File: config.mk
export PLATFORM = sky130hd
export DESIGN_NAME = fixed_64_div
export DESIGN_NICKNAME = d
export VERILOG_FILES = /design/src/rtl/fixed_pkg.sv /design/src/rtl/fixed_64_div.sv
export SDC_FILE = /design/constraint.sdc
export NUM_CORES = 1
export LEC_CHECK = 0
export ABC_AREA = 1
export CORE_MARGIN = 4
export CORE_UTILIZATION = 58
export CTS_CLUSTER_SIZE = 16
export DETAILED_ROUTE_END_ITERATION = 16
export MAX_ROUTING_LAYER = met4
export PLACE_DENSITY = 0.81
export SLEW_MARGIN = 20
export SYNTH_ARGS = -nofsm -noshare
export SYNTH_HDL_FRONTEND = slang
export SYNTH_SLANG_ARGS = --single-unit
File: constraint.sdc
create_clock -name clk -period 3.5 [get_ports clk]
set_input_delay 1.05 -clock clk [delete_from_list [all_inputs] [get_ports clk]]
set_output_delay 1.05 -clock clk [all_outputs]
set_load 0.01 [all_outputs]
File: src/rtl/fixed_pkg.sv
// fixed_pkg: shared Q24.8 fixed-point parameters, divider state encoding and divider step logic.
// Used by fixed_64_div and the Q24.8 multiplier.
package fixed_pkg;

    localparam int FRACT_BITS = 8;
    localparam int IN_W       = 32;
    localparam int OUT_W      = 64;
    localparam int DIV_ITERS  = IN_W + FRACT_BITS;

    typedef enum logic [1:0] {IDLE, DIV, FIX} div_state_t;

    // One restoring step: shift {rem, dvd} left by one, then trial-subtract the divisor.
    // The quotient bit enters at the bottom of dvd, so dvd becomes the quotient after DIV_ITERS steps.
    // rem is always below the divisor, which is at most 2^31, so the shifted value fits in IN_W+1 bits.
    function automatic logic [IN_W+DIV_ITERS:0] div_step(
        input logic [IN_W:0]        rem,
        input logic [DIV_ITERS-1:0] dvd,
        input logic [IN_W:0]        dv
    );
        logic [IN_W+1:0] sh;
        logic [IN_W+1:0] diff;
        sh   = {rem, dvd[DIV_ITERS-1]};
        diff = sh - {1'b0, dv};
        return (sh >= {1'b0, dv}) ? {diff[IN_W:0], dvd[DIV_ITERS-2:0], 1'b1}
                                  : {sh[IN_W:0], dvd[DIV_ITERS-2:0], 1'b0};
    endfunction

endpackage

File: src/rtl/fixed_64_div.sv
// fixed_64_div: sequential signed Q24.8 / Q24.8 -> Q55.8 divider, (a << 8) / b truncated toward zero.
// Ports:
//   clk, rst         clock (rising edge), synchronous active-high reset
//   start_in         request, sampled only while idle, together with a_in / b_in
//   a_in, b_in       signed Q24.8 dividend and divisor
//   busy_out         high while a division is in progress
//   done_out         one-cycle pulse when the result is valid
//   q_out            signed Q55.8 quotient, held until the next done_out
//   overflow_out     quotient lies outside the signed 32-bit range
//   div_by_zero_out  divisor was zero
module fixed_64_div
    import fixed_pkg::*;
(
    input  logic             clk,
    input  logic             rst,
    input  logic             start_in,
    input  logic [IN_W-1:0]  a_in,
    input  logic [IN_W-1:0]  b_in,
    output logic             busy_out,
    output logic             done_out,
    output logic [OUT_W-1:0] q_out,
    output logic             overflow_out,
    output logic             div_by_zero_out
);

    div_state_t             r_state;
    div_state_t             w_next;
    logic [DIV_ITERS-1:0]   r_dvd;
    logic [IN_W:0]          r_rem;
    logic [IN_W:0]          r_div;
    logic [5:0]             r_count;
    logic                   r_sign;
    logic                   r_dbz;
    logic                   r_done;
    logic [OUT_W-1:0]       r_q;
    logic                   r_ov;
    logic                   r_dbz_out;

    // A 32-bit unsigned magnitude still represents |-2^31| exactly.
    logic [IN_W-1:0]        w_abs_a;
    logic [IN_W:0]          w_abs_b;
    logic [IN_W+DIV_ITERS:0] w_step;
    logic [OUT_W-1:0]       w_mag;
    logic [OUT_W-1:0]       w_q;
    logic                   w_ov;

    assign w_abs_a = a_in[IN_W-1] ? -a_in : a_in;
    assign w_abs_b = {1'b0, b_in[IN_W-1] ? -b_in : b_in};
    assign w_step  = div_step(r_rem, r_dvd, r_div);
    assign w_mag   = {{(OUT_W-DIV_ITERS){1'b0}}, r_dvd};
    assign w_q     = r_sign ? -w_mag : w_mag;
    assign w_ov    = ($signed(w_q) < -64'sd2147483648) || ($signed(w_q) > 64'sd2147483647);

    always_ff @(posedge clk) begin
        if (rst) r_state <= IDLE;
        else     r_state <= w_next;
    end

    always_comb begin
        w_next = r_state;
        case (r_state)
            IDLE:    w_next = start_in ? ((b_in == '0) ? FIX : DIV) : IDLE;
            DIV:     w_next = (r_count == '0) ? FIX : DIV;
            FIX:     w_next = IDLE;
            default: w_next = IDLE;
        endcase
    end

    always_ff @(posedge clk) begin
        if (rst) begin
            r_dvd     <= '0;
            r_rem     <= '0;
            r_div     <= '0;
            r_count   <= '0;
            r_sign    <= 1'b0;
            r_dbz     <= 1'b0;
            r_done    <= 1'b0;
            r_q       <= '0;
            r_ov      <= 1'b0;
            r_dbz_out <= 1'b0;
        end else begin
            r_done <= 1'b0;
            case (r_state)
                IDLE: if (start_in) begin
                    r_dvd   <= {w_abs_a, {FRACT_BITS{1'b0}}};
                    r_div   <= w_abs_b;
                    r_rem   <= '0;
                    r_sign  <= a_in[IN_W-1] ^ b_in[IN_W-1];
                    r_count <= 6'(DIV_ITERS - 1);
                    r_dbz   <= (b_in == '0);
                end
                DIV: begin
                    {r_rem, r_dvd} <= w_step;
                    r_count        <= r_count - 6'd1;
                end
                FIX: begin
                    r_done    <= 1'b1;
                    r_q       <= r_dbz ? '0 : w_q;
                    r_ov      <= !r_dbz && w_ov;
                    r_dbz_out <= r_dbz;
                end
                default: ;
            endcase
        end
    end

    assign busy_out        = (r_state != IDLE);
    assign done_out        = r_done;
    assign q_out           = r_q;
    assign overflow_out    = r_ov;
    assign div_by_zero_out = r_dbz_out;

endmodule

==> impl_results.md <==
* Net Count, Synth at between 2000 and 2500
* Most common cell in the netlist: nand2_1
* R2R depth at 15
* DP Area at approximately 14000 um^2
* Diodes inserted at 0
* Cts repair resizes at 0
* CTS Buffer Depth at 2
* H-tree levels at 4
* Fin crit share at about 86%
* Drt pass-1 iters at 9
* Worst hold path endpoint: q_out[14]
* Vias in the first global route at around 11000
* Final worst slack at ~0.48 ns
* Area of the mapped netlist at between 10000 and 15000 um^2
* Cells along the critical path: inv_1 > ha_1 > fa_1 > nor3_2 > nor2_1 > o21ai_2 > nand3_1 > nand2_2 > nand2_2 > nand2_4 > inv_2 > buf_4 > nand2_1 > nand3_1 > a21oi_1
* Final min period at slightly above 3 ns
* Critical Path Source Type: flop
* DR vias at roughly 13000
* Area delta synth->final at 18.4%
* Starting density of the core at approximately three fifths
* Leak pwr at ~6.1 nW
* Count of flip-flops with a built-in enable after synthesis at 0
* Synth Register Bits at between 150 and 200
* Synth top area share at about 30%
* Hold path start: q_out[14]
* Mean number of vias per cell at 5.65
* Die Span Y at 152 um
* Fmax achieved at approximately 330 MHz
* Primary FF master, synth: dfxtp_1
* Post-route ant nets at 0
* CP peak stage delay at 0.46 ns
* Row cnt at 52
* Fin Clk Skew at ~0.013 ns
* Gr ovfl total at 0
* Final std cells w/o fill at 2280
* Worst rel slew slack at between 40% and 50%
* Worst Tran Pin Value at about 0.9 ns
* Synthesis Warnings at 0
* Final wirelength at ~36 mm
* Power per cell area at between 700 and 800 nW/um^2
* Fraction of the yosys area taken by sequential cells at a little under a third
* Placer congestion estimate at 1.02
* Post-layout power at roughly 10 mW
* MaxCap Viol Count at 0
* FFs w/ async S/R, synth at 0%
* Clock transition at path regs at 0.07 ns
* Status: complete, no violations
* TritonCTS Buffers at 17
* Hold Slack at 0.463 ns
* Worst-skew pair later-pin latency at about 0.44 ns
* Unrepaired setup endpoints after global routing: no
* Hold buffer count at CTS at 0
* Dominant cell type by area after synthesis: dfxtp_1
* Placement Setup Slack at about 0.27 ns
* Critical R2R Capture: r_rem[17]
* Arr. time, crit path at approximately 3.4 ns
* FF-to-FF Start: r_dvd[39]
* Initial antenna violation count at 0
* Syn avg cell area at 6.31 um^2
* I/O Buffers at 134
* Worst R2R Setup Slack at a little under 0.5 ns
* Post-route cell area at about 14000 um^2
* Layout cells sized above 1 at under 10%
* Die area at 23000 um^2
* Peak supply drop at between 0.0006 and 0.0007 V
* Largest net degree at the start of global routing at just under 80
* Tot GR Track Use at 31.9%
* Final Hold Fails at 0
* Core Region at 20300 um^2
* DP Cell Count at 2248
* Clk Tree Root Cell: clkbuf_16
* Clock Sinks at between 150 and 200
* Slowest cell on the critical path: fa_1
* TritonCTS clock tree: done
* Setup TNS at 0 ns
* Dominant cells by area after synthesis: dfxtp_1 30%, nand2_1 17%, a21oi_1 7.6%
* Final net count at 2101
* Iter 0 DRT Violations at between 1000 and 1500
* Final Slew Violations at 0
* WS Path Type: reg -> reg
* Die X at roughly 150 um
* Post-CTS setup buffer count at 0
* Crit-path max FO at 12
* Leading post-synthesis cells by instance count: 529 x nand2_1, 205 x inv_1, 189 x nor2_1
* DRC at 0
* Netlist cell types at between 40 and 50
* Worst hold path type: reg -> reg
* Worst hold path stage count at 2
* Global-route wire length before repair at ~57 mm
* HPWL Detailed at roughly 28 mm
* Avg WL per Cell at between 15 and 20 um
* # setup viols final at 0
* Fin util at 69.9%
* Io pins at 135
* Data required time of the worst path at roughly 3.9 ns
* Post-Syn Instances at roughly 1900
* CP Capture Type: flop
==> worst max path at each step <==
stage | start | to | slack [ns] | cells past startpoint
2_1_floorplan | a_in[0] | r_dvd[26] | 0.93 | 13
3_3_place_gp | a_in[1] | r_dvd[37] | 0.32 | 11
3_5_place_dp | a_in[0] | r_dvd[26] | 0.27 | 14
4_1_cts | r_dvd[39] | r_rem[17] | 0.48 | 15
5_1_grt | r_dvd[39] | r_rem[9] | 0.33 | 15
6_report | r_dvd[39] | r_rem[17] | 0.48 | 15
==> layer usage <==
metal	wire length, um	up-vias	global-route usage (%)
met5	0	-	-
li1	-	6389	-
met1	17300	5871	48.1
met4	425	0	6.33
met2	15200	577	44.9
met3	3490	38	5.29
==> cells in the final DEF, fill, tap and decap left out, drive strengths merged, types with 25 or more instances in the layout <==
cell type	instances
xnor2	43
o21ai	102
nor2	190
nand4	26
clkdlybuf4s50	133
xor2	39
a21oi	192
dfxtp	182
inv	211
nand2	543
buf	25
nor3	32
nand3	126
ha	36
a31oi	29
==> flip-flops by register name (all words and copies together) (netlist names), 2 cells and up <==
| name | cells |
|---|---|
| q_out | 64 |
| r_count | 6 |
| r_div | 32 |
| r_dvd | 40 |
| r_rem | 33 |
| r_state | 2 |
==> cells by family (layout without fill, tap and decap cells) <==
group	after synthesis	after routing	share of synthesized area, %
buffers and inverters	286	397	9.16
AOI/OAI and AO/OA	375	375	17.5
xor gates and xnor gates	82	82	6.00
adders and majority gates	37	37	3.93
DFF	182	182	30.4
and+or+nand+nor	937	937	33.0
==> power by group <==
| part | switching [mW] | internal [mW] |
|---|---|---|
| clock | 0.876 | 1.21 |
| combinational | 3.56 | 1.85 |
| sequential | 0.219 | 2.30 |
| total | 4.65 | 5.35 |
==> worst max-delay path: cells and delay by family (launching register included) <==
family | cells | cell delay (ns)
adder cells (fa/ha/maj) | 2 | 0.73
AND/OR/NAND/NOR | 8 | 0.94
flip-flops | 1 | 0.42
buffers and inverters | 3 | 0.39
AO/OA/AOI/OAI | 2 | 0.44
==> final cells by class <==
cell class,count,area [um^2]
clock buffers,19,433
multi-input cells,1431,7250
repair buffers,158,1540
inverters,207,777
clock inverters,13,193
well taps,270,338
flip-flops and latches,182,3640
fillers,1828,6120
Power figures use the tool's default switching activity.
